[src/rtl/i2s_rx_frame_fifo_if.sv]
// Frame-side bundle between the I2S receiver / DSP consumer and the stereo frame FIFO.
interface i2s_rx_frame_fifo_if #(
  parameter int WIDTH = 16,
  parameter int DEPTH = 8
);
  logic                   ws;
  logic [WIDTH-1:0]       left_in;
  logic [WIDTH-1:0]       right_in;
  logic                   out_valid;
  logic                   out_ready;
  logic [WIDTH-1:0]       out_left;
  logic [WIDTH-1:0]       out_right;
  logic [$clog2(DEPTH):0] count;
  logic                   overflow;
  logic                   clear_ovf;

  modport slave (
    input  ws, left_in, right_in, out_ready, clear_ovf,
    output out_valid, out_left, out_right, count, overflow
  );

  modport master (
    output ws, left_in, right_in, out_ready, clear_ovf,
    input  out_valid, out_left, out_right, count, overflow
  );
endinterface

[src/rtl/i2s_rx_frame_fifo.sv]
// Stereo frame buffer behind the I2S receiver: detects frame end on ws, captures
// left/right one cycle later and queues frames in a first-word-fall-through FIFO.
module i2s_rx_frame_fifo #(
  parameter int WIDTH = 16,
  parameter int DEPTH = 8
) (
  input logic                sclk,
  input logic                rst,
  i2s_rx_frame_fifo_if.slave bus
);
  localparam int AW = $clog2(DEPTH);
  localparam int CW = AW + 1;
  localparam logic [CW-1:0] FULL = CW'(DEPTH);

  logic                 ws_dly_q;
  logic                 pend_q, pend_d;
  logic [AW-1:0]        wptr_q, wptr_d;
  logic [AW-1:0]        rptr_q, rptr_d;
  logic [CW-1:0]        count_q, count_d;
  logic                 ovf_q, ovf_d;
  logic [2*WIDTH-1:0]   mem_q [DEPTH];

  logic frame_end, pop, accept, drop;

  always_comb begin
    frame_end = ws_dly_q & ~bus.ws;
    pop       = (count_q != '0) & bus.out_ready;
    // A full FIFO still takes the frame when the head leaves in the same cycle.
    accept    = pend_q & ((count_q != FULL) | pop);
    drop      = pend_q & ~accept;

    pend_d  = ~pend_q & frame_end;
    wptr_d  = accept ? wptr_q + AW'(1) : wptr_q;
    rptr_d  = pop ? rptr_q + AW'(1) : rptr_q;
    count_d = count_q;
    case ({accept, pop})
      2'b10:   count_d = count_q + CW'(1);
      2'b01:   count_d = count_q - CW'(1);
      default: count_d = count_q;
    endcase
    ovf_d = drop | (ovf_q & ~bus.clear_ovf);
  end

  always_ff @(posedge sclk or negedge rst) begin
    if (!rst) begin
      ws_dly_q <= 1'b0;
      pend_q   <= 1'b0;
      wptr_q   <= '0;
      rptr_q   <= '0;
      count_q  <= '0;
      ovf_q    <= 1'b0;
      for (int i = 0; i < DEPTH; i++) mem_q[i] <= '0;
    end else begin
      ws_dly_q <= bus.ws;
      pend_q   <= pend_d;
      wptr_q   <= wptr_d;
      rptr_q   <= rptr_d;
      count_q  <= count_d;
      ovf_q    <= ovf_d;
      if (accept) mem_q[wptr_q] <= {bus.left_in, bus.right_in};
    end
  end

  assign bus.out_valid = (count_q != '0);
  assign bus.out_left  = mem_q[rptr_q][2*WIDTH-1:WIDTH];
  assign bus.out_right = mem_q[rptr_q][WIDTH-1:0];
  assign bus.count     = count_q;
  assign bus.overflow  = ovf_q;
endmodule

[src/flat_wrapper.sv]
// flat-port wrapper written by rule: the top's interface ports become plain ports
module i2s_rx_frame_fifo_flat 
#(
  parameter int WIDTH = 16,
  parameter int DEPTH = 8
)
  (sclk, rst, bus_ws, bus_left_in, bus_right_in, bus_out_ready, bus_clear_ovf, bus_out_valid, bus_out_left, bus_out_right, bus_count, bus_overflow);
  i2s_rx_frame_fifo_if #(.WIDTH(WIDTH), .DEPTH(DEPTH)) bus_i ();
  input logic sclk;
  input logic rst;
  input wire logic [$bits(bus_i.ws)-1:0] bus_ws;
  input wire logic [$bits(bus_i.left_in)-1:0] bus_left_in;
  input wire logic [$bits(bus_i.right_in)-1:0] bus_right_in;
  input wire logic [$bits(bus_i.out_ready)-1:0] bus_out_ready;
  input wire logic [$bits(bus_i.clear_ovf)-1:0] bus_clear_ovf;
  output wire logic [$bits(bus_i.out_valid)-1:0] bus_out_valid;
  output wire logic [$bits(bus_i.out_left)-1:0] bus_out_left;
  output wire logic [$bits(bus_i.out_right)-1:0] bus_out_right;
  output wire logic [$bits(bus_i.count)-1:0] bus_count;
  output wire logic [$bits(bus_i.overflow)-1:0] bus_overflow;
  assign bus_i.ws = bus_ws;
  assign bus_i.left_in = bus_left_in;
  assign bus_i.right_in = bus_right_in;
  assign bus_i.out_ready = bus_out_ready;
  assign bus_i.clear_ovf = bus_clear_ovf;
  assign bus_out_valid = bus_i.out_valid;
  assign bus_out_left = bus_i.out_left;
  assign bus_out_right = bus_i.out_right;
  assign bus_count = bus_i.count;
  assign bus_overflow = bus_i.overflow;
  i2s_rx_frame_fifo #(.WIDTH(WIDTH), .DEPTH(DEPTH)) u_core (.sclk(sclk), .rst(rst), .bus(bus_i));
endmodule
[config.mk]
export PLATFORM = sky130hd
export DESIGN_NAME = i2s_rx_frame_fifo_flat
export DESIGN_NICKNAME = d
export VERILOG_FILES = /design/src/rtl/i2s_rx_frame_fifo_if.sv /design/src/rtl/i2s_rx_frame_fifo.sv /design/src/flat_wrapper.sv
export SDC_FILE = /design/constraint.sdc
export NUM_CORES = 1
export LEC_CHECK = 0
export BUFFER_PORTS_ARGS = -buffer_cell sky130_fd_sc_hd__buf_2
export CAP_MARGIN = 5
export CORE_MARGIN = 3
export CORE_UTILIZATION = 61
export CTS_CLUSTER_DIAMETER = 40
export DETAILED_ROUTE_END_ITERATION = 10
export PLACE_DENSITY_LB_ADDON = 0.3
export RECOVER_POWER = 100
export SYNTH_ARGS = -nofsm -noshare
export SYNTH_HDL_FRONTEND = slang
export SYNTH_SLANG_ARGS = --single-unit
[constraint.sdc]
create_clock -name sclk -period 3.4 [get_ports sclk]
set_clock_uncertainty 0.15 [all_clocks]
set_input_delay 0.17 -clock sclk [delete_from_list [all_inputs] [get_ports sclk]]
set_output_delay 0.17 -clock sclk [all_outputs]
set_load 0.02 [all_outputs]
# ---- Yosys cells after proc, flatten, opt, wreduce, memory -nomap -nowiden
# Cells that the tools add are included.
dict set report classes {
  bitwise_logic 14
  magnitude_cmp 3
  muxes 7
  eq_ne 3
  n_reduce_logical 3
  add_sub_neg 4
}
# operator count
set op_table {}
lappend op_table {{256-bit bitwise mux} 1}
lappend op_table {{32-bit binary-select mux with 3-bit select} 1}
lappend op_table {{32-bit demux with 3-bit select} 1}
lappend op_table {{32-bit 2-to-1 mux} 3}
lappend op_table {{4-bit greater-or-equal comparator (second input constant)} 2}
lappend op_table {{3-bit inverter with 4-bit output} 2}
lappend op_table {{4-bit one-hot mux with 2 select lines} 1}
lappend op_table {{3-bit by 1-bit adder with 3-bit output (second input constant)} 2}
lappend op_table {{1-bit AND} 6}
lappend op_table {{4-bit by 1-bit adder with 4-bit output (second input constant)} 1}
lappend op_table {{4-bit by 1-bit less-than comparator with 1-bit output (second input constant)} 1}
lappend op_table {{4-bit != test (second input constant)} 1}
lappend op_table {{1-bit inverter} 4}
lappend op_table {{4-bit nonzero test} 1}
lappend op_table {{4-bit by 1-bit subtractor with 4-bit output (second input constant)} 1}
lappend op_table {{2-bit by 1-bit equality test with 1-bit output (second input constant)} 1}
lappend op_table {{2-bit equality test (second input constant)} 1}
lappend op_table {{1-bit bitwise OR} 2}
lappend op_table {{2-bit nonzero test} 1}
lappend op_table {{1-bit logical AND} 1}
dict set report word_totals {
  out_inout_bits 38
  regBits 269
  wordCells 48
}

# ---- Depth between registers and ports, before layout
dict set report logic_depth {
  word_depth 7
  mapped_depth 9
}

# ---- Worst setup path before layout
# Ideal clock, no wire load.
dict set report synth_path {
  kind {reg-to-reg}
  start {register u_core.count_q[0], in the netlist u_core.bus.count[0]}
  end {register u_core.count_q[3], in the netlist u_core.bus.count[3]}
  required_time_ns 3.116
  arrival_ns 2.906
  setup_slack_ns 0.210
  stages_incl_launch_ff 10
  period_less_slack_ns 3.190
  path_cell_list {dfrtp_1 -> or3_1 -> buf_2 -> o21ai_0 -> inv_1 -> ha_1 -> ha_1 -> or4b_2 -> o311ai_0 -> o211ai_1}
}
dict set report synth_between {
  elab_chain_len 6
  word_cells_on_any_way 11
  classes_between {add/sub: 2; eq/ne: 3; mux: 1; bitwise: 3; reduce/logical: 2}
}
# item line
set synth_rtl {}
lappend synth_rtl {{start: declaration} i2s_rx_frame_fifo.sv:19} ;# logic [CW-1:0] count_q, count_d;
lappend synth_rtl {{start signal: assignment} i2s_rx_frame_fifo.sv:58} ;# count_q <= count_d;
lappend synth_rtl {{4-bit nonzero test (*)} i2s_rx_frame_fifo.sv:27} ;# pop = (count_q != '0) & bus.out_ready;
lappend synth_rtl {{1-bit AND (*)} i2s_rx_frame_fifo.sv:27}
lappend synth_rtl {{via u_core.pop} i2s_rx_frame_fifo.sv:23} ;# logic frame_end, pop, accept, drop;
lappend synth_rtl {{1-bit bitwise OR} i2s_rx_frame_fifo.sv:29} ;# accept = pend_q & ((count_q != FULL) | pop);
lappend synth_rtl {{1-bit AND} i2s_rx_frame_fifo.sv:29}
lappend synth_rtl {{2-bit by 1-bit equality test with 1-bit output or 2-bit equality test (tied branches)} i2s_rx_frame_fifo.sv:36} ;# case ({accept, pop})
lappend synth_rtl {{4-bit one-hot mux with 2 select lines or 2-bit nonzero test (tied branches)} n/a}
# The timed path passes the listed nets; every way through them passes the cells marked *.
# A chain may end at the register's enable or synchronous reset.

# ---- Worst setup path after layout
dict set report layout_path {
  start {register u_core.count_q[3], in the netlist u_core.bus.count[3]}
  end {register u_core.mem_q[150] (netlist name)}
}
dict set report layout_between {
  elab_chain_len 4
  word_cells_on_any_way 5
  classes_between {eq/ne: 1; bitwise: 3; reduce/logical: 1}
}
# item line
set layout_rtl {}
lappend layout_rtl {{4-bit nonzero test} i2s_rx_frame_fifo.sv:27}
lappend layout_rtl {{1-bit AND} i2s_rx_frame_fifo.sv:27}
lappend layout_rtl {{1-bit bitwise OR (*)} i2s_rx_frame_fifo.sv:29}
lappend layout_rtl {{1-bit AND (*)} i2s_rx_frame_fifo.sv:29}
lappend layout_rtl {{end signal: indexed assignment} i2s_rx_frame_fifo.sv:60} ;# if (accept) mem_q[wptr_q] <= {bus.left_in, bus.right_in};
lappend layout_rtl {{end: declaration} i2s_rx_frame_fifo.sv:21} ;# logic [2*WIDTH-1:0] mem_q [DEPTH];
# Every way passes the cells marked *; elsewhere a longest branch is shown, timed or not.

==> results by group <==
Run status
  • Status: finished, violations left
  • Failing checks: max-capacitance violations, max-slew violations

Placement
  • Placed inst area: 13000 um2
  • Placer Congestion: 0.789
  • Detailed Place HPWL: 15.4 mm
  • Number of port buffers: 74
  • # placed instances: 1050

Timing
  • Slew @ Worst Pin: 2.11 ns
  • Final TNS setup: 0 ns
  • Fmax: 0.312 GHz
  • Final setup vio count: 0
  • Max_slew headroom: -40.9%
  • Fin. max-slew vios: 82
  • Final hold viol count: 0
  • RSZ-0062 raised after global routing: no
  • Min Tclk post-route: 3.21 ns
  • Final Cycle Share: 94.3%

Logic synthesis
  • Adder-cell area share of the yosys netlist: 0.676%
  • Mapped Cells: 732
  • Count leader, synth: dfrtp_1
  • Asr flop ratio synth: 100%
  • Post-synthesis simple-gate area fraction: 1.27%
  • Yosys Warn Count: 0
  • Combinational family with the most area after synthesis: multiplexers
  • Top_reg_cell synth: dfrtp_1
  • Commonest cells post-synth: dfrtp_1, mux2_2, mux4_2, mux2_1, buf_2
  • Mux contribution to synthesized area: 38.7%
  • Syn avg cell area: 16.7 um2
  • Synthesized area: 12200 um2
  • Synth area leaders: dfrtp_1, mux2_2, mux4_2
  • #FFs+latches synth: 269
  • Area share of xor/xnor cells in the synthesized design: 0.430%
  • Synth cell types: 35
  • Synth Area in Compound Gates: 1.33%
  • Area leader, netlist: dfrtp_1
  • Post-synth EDFFs: 0
  • Seq/Total Area, Yosys: 55.1%
  • Yosys top cell area share: 55.1%
  • Syn Nets: 775

Layout
  • Post-layout util: 73.5%
  • Fin cells: 1152
  • Footprint of the multi-input gates: 5170 um2
  • Fillers: 1193
  • Area occupied by registers: 6740 um2
  • Ratio of cells with drive above 1 in the final layout: 51.7%
  • Fin nets: 903
  • Area Overhead vs Synth: 18.0%
  • Post-route design area: 14400 um2

GRT
  • Initial antenna violation count: 1
  • First-pass GRT wire length: 43.2 mm
  • GR Util All Layers: 25.4%
  • Largest net degree at the start of global routing: 90
  • Vias in the first global route: 7970
  • Grt ovf: 0

Die
  • Die X: 147 um
  • Row cnt: 51
  • DIE AREA: 21800 um2
  • Die H: 147 um
  • # IOs: 75
  • Core Box Area: 19600 um2
  • Starting Density: 62.3%

Power and ir drop
  • Leak Pwr: 6.11 nW
  • Max VDD drop: 0.000805 V
  • Power Density: 1070 nW/um2

Routing
  • Routed vias: 7088
  • Antenna Nets Post-Route: 0
  • Vias per inst: 6.15
  • DRC viols: 0
  • Total wire length: 26.6 mm
  • Wire per inst: 23.1 um
  • Initial DRC count: 387
  • 1st-pass router iterations: 5

Clock network
  • Number of setup buffers added after CTS: 0
  • # H-tree levels: 2
  • CTS tree: yes
  • Clock Path Buffers: 3
  • Post-CTS Resized: 0
  • Clock Tree Root: clkbuf_16
  • Total CTS buffers: 37
  • Clk pin slew, worst setup/hold paths: 0.05 ns
  • Clk_lat worst skew: 0.51 ns
  • Clock sinks: 269

Worst setup path
  • Critical path fanouts, max: 13
  • Worst Setup End Kind: flop
  • Reg-to-reg endpoint: u_core.mem_q[150]$_DFFE_PN0P_
  • Crit path launch type: flop
  • Worst Path Buf+Inv: 2
  • Crit-path slowest cell: a21oi_1
  • Slowest cell delay on critical path: 1.15 ns
  • R2r startpoint: u_core.bus.count[3]$_DFFE_PN0P_
  • Flop-to-flop setup slack: 0.19 ns
  • Critical Path RT: 3.63 ns
  • Crit-path cells: nor2b_1 -> clkbuf_1 -> a21oi_1 -> clkbuf_2 -> mux2_2
  • Delay-heaviest family, CP: compound AO/OA/AOI/OAI gates
  • Crit. Startpoint: u_core.bus.count[3]$_DFFE_PN0P_
  • Critical Path Stages: 5
  • Crit Path Class: reg -> reg
  • CP arrival: 3.44 ns
  • Reg2Reg Depth: 5

Hold path
  • WHS Path Cells: 2
  • Worst Hold Class: in -> reg
  • Worst Hold End: u_core.ws_dly_q$_DFF_PN0_
  • Hold wc startpoint: bus_ws

Run
  • MaxCap Viol Count: 1
[layout by cell type, fill, tap and decap left out, types with 4 or more instances in the layout]
master         synthesis  final
a21oi_1                6      4
buf_12                 0      4
buf_2                 20     38
clkbuf_1              15     44
clkbuf_16              0     39
clkbuf_2               0     16
clkbuf_8               0      6
clkinv_2               0      5
dfrtp_1              269    266
dlygate4sd3_1          0     36
ha_1                   5      5
inv_1                  7      7
mux2_1                26     29
mux2_2               265    262
mux4_2                64     64
nor3b_1                4      4
xnor2_1                5      5
[stage by stage]
stage               setup WS (ns)  hold WS (ns)  total power [W]
global route               0.0471         0.216           0.0162
finish                      0.193         0.219           0.0154
detailed placement          0.326        0.0586           0.0117
CTS                         0.288         0.133           0.0157
global placement            0.478        0.0434           0.0113
floorplan                   0.210        -0.276          0.00996
[state kept, by name, indices dropped and copies added (netlist names)]
register and count:
u_core.bus.count 4, u_core.mem_q 256, u_core.ws_dly_q 1, u_core.bus.overflow 1, u_core.wptr_q 3, u_core.pend_q 1
u_core.rptr_q 3
[where the power goes]
| group | total [W] | switching, W | leakage (nW) | internal (W) |
|---|---|---|---|---|
| clock network | 0.00384 | 0.00138 | 0.612 | 0.00245 |
| registers | 0.00596 | 0.00119 | 3.23 | 0.00478 |
| logic | 0.00559 | 0.00238 | 2.26 | 0.00320 |
[worst register-to-register path: stages, from the launching register on]
cell      delay [ns]
dfrtp_1         0.46
nor2b_1         0.17
clkbuf_1        0.18
a21oi_1         1.15
clkbuf_2        0.59
mux2_2          0.40
[kinds of logic (layout without fill, tap and decap cells)]
| kind of cell | count (synthesis) | in the layout |
|---|---|---|
| muxes | 356 | 356 |
| DFF | 269 | 269 |
| buffers and inverters | 55 | 209 |
| and+or+nand+nor | 21 | 21 |
| AOI/OAI and AO/OA | 19 | 19 |
| adders and majority gates | 6 | 6 |
| xor gates and xnor gates | 6 | 6 |
| other | 0 | 1 |
[layer usage]
| metal | global-route usage [%] | vias up | part of all wire (%) |
|---|---|---|---|
| met4 | 8.11 | 0 | 2.2 |
| met5 | 0 | - | 0 |
| met2 | 43.8 | 218 | 52 |
| li1 | - | 3027 | - |
| met1 | 33.0 | 3784 | 41 |
| met3 | 4.90 | 59 | 5.1 |
[cell type report]
class                           count  area share (%)
Clock buffer                       49            7.45
Antenna cell                        1          0.0174
Sequential cell                   269            46.8
Tap cell                          265            2.30
Inverter                            7           0.182
Clock inverter                     16            1.26
Multi-Input combinational cell    408            35.9
Timing Repair Buffer              137            6.13
[worst max path at each step]
stage,to,slack (ns)
2_1_floorplan,u_core.bus.count[3]$_DFFE_PN0P_,0.21
3_5_place_dp,u_core.bus.count[3]$_DFFE_PN0P_,0.33
3_3_place_gp,u_core.bus.count[3]$_DFFE_PN0P_,0.48
6_report,u_core.mem_q[150]$_DFFE_PN0P_,0.19
4_1_cts,bus_out_right[2],0.29
5_1_grt,bus_out_right[2],0.05
[repair_timing]
action	4_1_cts	5_1_grt
endpoints found under the hold margin	341	0
hold buffers	36	0
setup endpoints to repair	0	0
(Power assumes the default switching activity.)
